### src/rtl/logic_unit_pkg.sv
// Shared types and constants for the pipelined bitwise logic unit.
package logic_unit_pkg;

    localparam int MAX_WIDTH  = 64;
    localparam int MAX_STAGES = 4;

    typedef enum logic [2:0] {
        OP_AND   = 3'd0,
        OP_OR    = 3'd1,
        OP_XOR   = 3'd2,
        OP_XNOR  = 3'd3,
        OP_NAND  = 3'd4,
        OP_NOR   = 3'd5,
        OP_NOTA  = 3'd6,
        OP_PASSA = 3'd7
    } op_e;

    typedef struct packed {
        logic zero;
        logic all_ones;
        logic parity;
    } flags_t;

    // Zero-extension does not change parity, so one fixed-width helper serves every WIDTH.
    function automatic logic parity_of(input logic [MAX_WIDTH-1:0] v);
        return ^v;
    endfunction

endpackage

### src/rtl/logic_unit_stage.sv
// One valid/data register slice of the logic unit pipeline with ready/advance logic.
module logic_unit_stage
    import logic_unit_pkg::*;
#(
    parameter int DW = 19
) (
    input  logic          clk,
    input  logic          rst_n,
    input  logic          in_valid,
    input  logic [DW-1:0] in_data,
    output logic          in_ready,
    output logic          out_valid,
    input  logic          out_ready,
    output logic [DW-1:0] out_data
);

    logic          valid_r;
    logic [DW-1:0] data_r;

    // Slot can be refilled when empty or when its current beat moves on this cycle.
    assign in_ready  = !valid_r || out_ready;
    assign out_valid = valid_r;
    assign out_data  = data_r;

    // Slot register; data is only overwritten by a real beat so an empty slot keeps its last value.
    always_ff @(posedge clk or negedge rst_n) begin
        if (!rst_n) begin
            valid_r <= 1'b0;
            data_r  <= '0;
        end else if (in_ready) begin
            valid_r <= in_valid;
            if (in_valid) begin
                data_r <= in_data;
            end else begin
                data_r <= data_r;
            end
        end else begin
            valid_r <= valid_r;
            data_r  <= data_r;
        end
    end

endmodule

### src/rtl/logic_unit_pipe.sv
// Pipelined WIDTH-bit bitwise logic unit (8 ops) with valid/ready backpressure and result flags.
// Optional LOGIC_UNIT_STATS_EN adds a saturating result_count of output handshakes.
module logic_unit_pipe
    import logic_unit_pkg::*;
#(
    parameter int WIDTH  = 16,
    parameter int STAGES = 2
) (
    input  logic             clk,
    input  logic             rst_n,
    input  logic             in_valid,
    output logic             in_ready,
    input  logic [2:0]       op,
    input  logic [WIDTH-1:0] a,
    input  logic [WIDTH-1:0] b,
    output logic             out_valid,
    input  logic             out_ready,
    output logic [WIDTH-1:0] y,
    output logic             zero,
    output logic             all_ones,
    output logic             parity
`ifdef LOGIC_UNIT_STATS_EN
    ,
    output logic [31:0]      result_count
`endif
);

    localparam int DW = WIDTH + 3;

    logic [WIDTH-1:0]     result_s;
    logic [MAX_WIDTH-1:0] result_ext_s;
    flags_t               flags_s;

    logic                 valid_s [0:STAGES];
    logic                 ready_s [0:STAGES];
    logic [DW-1:0]        data_s  [0:STAGES];

    // Operation decode on the raw inputs; flags are derived before capture so they travel with y.
    always_comb begin
        result_s     = '0;
        result_ext_s = '0;
        case (op_e'(op))
            OP_AND:   result_s = a & b;
            OP_OR:    result_s = a | b;
            OP_XOR:   result_s = a ^ b;
            OP_XNOR:  result_s = ~(a ^ b);
            OP_NAND:  result_s = ~(a & b);
            OP_NOR:   result_s = ~(a | b);
            OP_NOTA:  result_s = ~a;
            OP_PASSA: result_s = a;
            default:  result_s = a;
        endcase
        result_ext_s[WIDTH-1:0] = result_s;
        flags_s.zero            = (result_s == '0);
        flags_s.all_ones        = &result_s;
        flags_s.parity          = parity_of(result_ext_s);
    end

    assign valid_s[0]      = in_valid;
    assign data_s[0]       = {result_s, flags_s};
    assign ready_s[STAGES] = out_ready;
    assign in_ready        = ready_s[0];

    for (genvar k = 0; k < STAGES; k++) begin : g_stage
        logic_unit_stage #(
            .DW(DW)
        ) u_stage (
            .clk      (clk),
            .rst_n    (rst_n),
            .in_valid (valid_s[k]),
            .in_data  (data_s[k]),
            .in_ready (ready_s[k]),
            .out_valid(valid_s[k+1]),
            .out_ready(ready_s[k+1]),
            .out_data (data_s[k+1])
        );
    end

    assign out_valid = valid_s[STAGES];
    assign {y, zero, all_ones, parity} = data_s[STAGES];

`ifdef LOGIC_UNIT_STATS_EN
    logic [31:0] count_r;

    // Saturating count of delivered results.
    always_ff @(posedge clk or negedge rst_n) begin
        if (!rst_n) begin
            count_r <= 32'd0;
        end else if (out_valid && out_ready && (count_r != 32'hFFFF_FFFF)) begin
            count_r <= count_r + 32'd1;
        end else begin
            count_r <= count_r;
        end
    end

    assign result_count = count_r;
`endif

endmodule

### config.mk
export PLATFORM = sky130hd
export DESIGN_NAME = logic_unit_pipe
export DESIGN_NICKNAME = d
export VERILOG_FILES = /design/src/rtl/logic_unit_pkg.sv /design/src/rtl/logic_unit_stage.sv /design/src/rtl/logic_unit_pipe.sv
export SDC_FILE = /design/constraint.sdc
export NUM_CORES = 1
export LEC_CHECK = 0
export ABC_AREA = 1
export BUFFER_PORTS_ARGS = -buffer_cell sky130_fd_sc_hd__buf_4
export CAP_MARGIN = 0
export CORE_MARGIN = 10
export CORE_UTILIZATION = 45
export CTS_CLUSTER_DIAMETER = 80
export DETAILED_ROUTE_END_ITERATION = 10
export GPL_ROUTABILITY_DRIVEN = 0
export PLACE_DENSITY = 0.78
export SKIP_CTS_REPAIR_TIMING = 1
export SLEW_MARGIN = 0
export SYNTH_ARGS = -nofsm -noshare
export SYNTH_HDL_FRONTEND = slang
export SYNTH_SLANG_ARGS = --single-unit
### constraint.sdc
create_clock -name clk -period 1.2 [get_ports clk]
set_input_delay 0.18 -clock clk [delete_from_list [all_inputs] [get_ports clk]]
set_output_delay 0.18 -clock clk [all_outputs]
set_load 0.01 [all_outputs]
==> metrics.cfg <==
[die]
pin_count = 60
die-area_um2 = 13000
row_count = 34
core_area_um2 = 8680
die_y_um = 114
die_width_um = 114
initial_core_util_pct = 45.9

[critical_path]
path_class = primary input to flip-flop
r2r-end = g_stage[1].u_stage.out_data[18]$_DFFE_PN0P_
r2r_start = g_stage[1].u_stage.out_valid$_DFFE_PN0P_
arrival_ns = 1.83
crit_start = b[13]
path_max_fanout = 2
rrSetupSlack_ns = 0
setup.worst_path.end_class = flip-flop
crit_required_ns = 1.38
endpoint = g_stage[0].u_stage.out_data[0]$_DFFE_PN0P_
startpoint_type = primary input
worst_r2r_path_depth = 4

[sta]
fmax_mhz = 607
rsz0062_at_grt = true
fin_crit_sh_pct = 137
hold_viol_final = 0
setup_viol = 6
min_period_ns = 1.65
setup_slack_ns = -0.447
worstMarginPinSlew_ns = 0.481
skew_ns = 0.00286
drv_slew = 0
slew-limit-headroom_pct = 67.9

[global_routing]
grt_pass1_wl_um = 17600
grt.total_usage_pct = 15.5
antenna_found_initial = 0
gr-total-overflow = 0
grt_pass1_vias = 3994
grt_max_degree = 41

[detailed_routing]
wl_um = 12400
wl_per_cell_um = 15.7
drt_first_iter_violations = 313
drt_pass1_iterations = 6
via_per_inst = 5.38
vias = 4233
ant_nets = 0
drc = 0

[cells_and_area]
fin_util_pct = 68.7
syn2layout_area_growth_pct = 49.6
diodes = 0
fin_nets = 765
multiInputGateArea_um2 = 3000
seqCellArea_um2 = 1000
drive_gt1_share_pct = 46.5
fillerInstances = 628

[clocking]
path_clk_slew_ns = 0.07
cts_tree = yes
htree_levels = 2
clkSinkCount = 40
cts-root-buf = clkbuf_8
cts_buffers = 5
clk_latency_ns = 0.29
cts_max_path_buffers = 2

[pwr]
switchingPower_mw = 2.24
ir_worst_vdd_mv = 0.476
combPwrFrac_pct = 55.1
seqPwrFrac_pct = 30.7
power_density_nw_per_um2 = 1050
pwr-share-clk_pct = 14.3
intPower_mw = 4.00
leakage_nw = 3.21
swShare_pct = 35.9

[synth]
synth.distinct_cells = 22
yosysTopAreaCellShare_pct = 25.1
synth_seq_cells = 40
synthArstFlopShare_pct = 100
synth_area_um2 = 3990
synth.largest_area_cell = dfrtp_1
synthTopCellsByArea = dfrtp_1 (25%), nand2_1 (15%), ha_1 (15%)
synth_most_common_cell = nand2_1
synth_edf_count = 0
ys_seq_area_share_pct = 25.1
syn_inst = 572
ys.warnings.count = 0
synth_area_per_cell_um2 = 6.97
ys.flop_type = dfrtp_1
synthesis.nets = 659
synthTopCellsByCount = nand2_1 (163), inv_1 (83), nand4_1 (56)

[outcome]
status = finished, violations left
violations = negative setup slack

[placement]
io_buffers = 59
dpl.hpwl_um = 8160
pre_cts_ws_ns = -0.880

[min_path]
min-delay-path-class = primary input to flip-flop

[flow_run]
max_cap_violations = 0

[layout make-up]
type,instances,area share (%)
sequential,40,16.8
clock buffer,8,1.51
tap,108,2.27
inverter,92,6.25
multi-input combinational,395,50.3
timing repair buffer,144,22.9
[routing by layer]
layer,routed length (um),part of all wire [%],track usage (%),vias to the layer above
met4,487,3.9,5.26,0
met2,6250,50,27.2,216
met5,0,0,0,-
met3,825,6.7,2.41,52
met1,4830,39,18.7,1946
li1,-,-,-,2019
[how the worst min path moves through the flow]
stage          depth (start not counted)      start                                         end  slack, ns
2_1_floorplan                          0      rst_n  g_stage[0].u_stage.out_data[0]$_DFFE_PN0P_      -0.12
6_report                               4  out_ready    g_stage[1].u_stage.out_valid$_DFFE_PN0P_       0.21
4_1_cts                                1      rst_n  g_stage[1].u_stage.out_data[3]$_DFFE_PN0P_      -0.14
3_5_place_dp                           1      rst_n  g_stage[1].u_stage.out_data[7]$_DFFE_PN0P_       0.18
3_3_place_gp                           1      rst_n  g_stage[1].u_stage.out_data[3]$_DFFE_PN0P_       0.17
5_1_grt                                4  out_ready    g_stage[1].u_stage.out_valid$_DFFE_PN0P_       0.24
[cell usage in the layout, fill, tap and decap left out, types with 9 or more instances in the layout]
cell type and n:
ha_1 24, inv_1 41, nand3_1 21, nor2_1 25
inv_2 41, nand4_1 56, nand3_2 18, ha_4 23
dfrtp_1 40, inv_4 9, nand3b_1 10, buf_4 109
nand2_2 20, nand2_1 139, buf_6 16, nor2_2 19
mux2_4 19
[power by group through the flow]
stage | logic, mW | clock network (mW) | registers, mW
floorplan | 1.81 | 0 | 1.87
global placement | 2.51 | 0 | 1.89
detailed placement | 2.61 | 0 | 1.92
CTS | 2.62 | 0.908 | 1.89
global route | 3.71 | 0.970 | 1.97
finish | 3.43 | 0.890 | 1.91
[logic make-up (layout without fill, tap and decap cells)]
family                   Yosys count  count (layout)  share of synthesized area [%]
AO/OA/AOI/OAI                      4               4                          0.627
AND/OR/NAND/NOR                  316             316                           36.5
buffers and inverters            137             244                           15.6
flip-flops                        40              40                           25.1
XOR/XNOR                           8               8                           1.76
multiplexers                      19              19                           5.37
adder cells (fa/ha/maj)           48              48                           15.1
[state kept, by name, indices dropped and copies added (netlist names)]
signal,flops
g_stage.u_stage.out_data,38
g_stage.u_stage.out_valid,2
[metrics by stage]
step	power [mW]	hold slack, ns	cell area (um2)	TNS (ns)	instances
2_1_floorplan	3.68	-0.116	4140	-1.22	572
3_3_place_gp	4.41	0.168	4950	-3.65	759
3_5_place_dp	4.53	0.177	4950	-4.56	759
4_1_cts	5.42	-0.136	5040	-1.62	767
5_1_grt	6.65	0.236	5970	-2.15	787
6_report	6.24	0.212	5970	-0.985	787
[worst max-delay path, cell delays in order]
cell     delay (ns)
buf_4          0.12
inv_2          0.06
ha_4           0.20
nand4_1        0.09
nand2_1        0.11
nor2_2         0.15
nand3_2        0.12
inv_2          0.09
ha_4           0.22
xnor2_2        0.16
nand2_1        0.08
nand2_1        0.07
nand2_1        0.05
nand3_1        0.07
nand2_1        0.05
(Power assumes the default switching activity.)
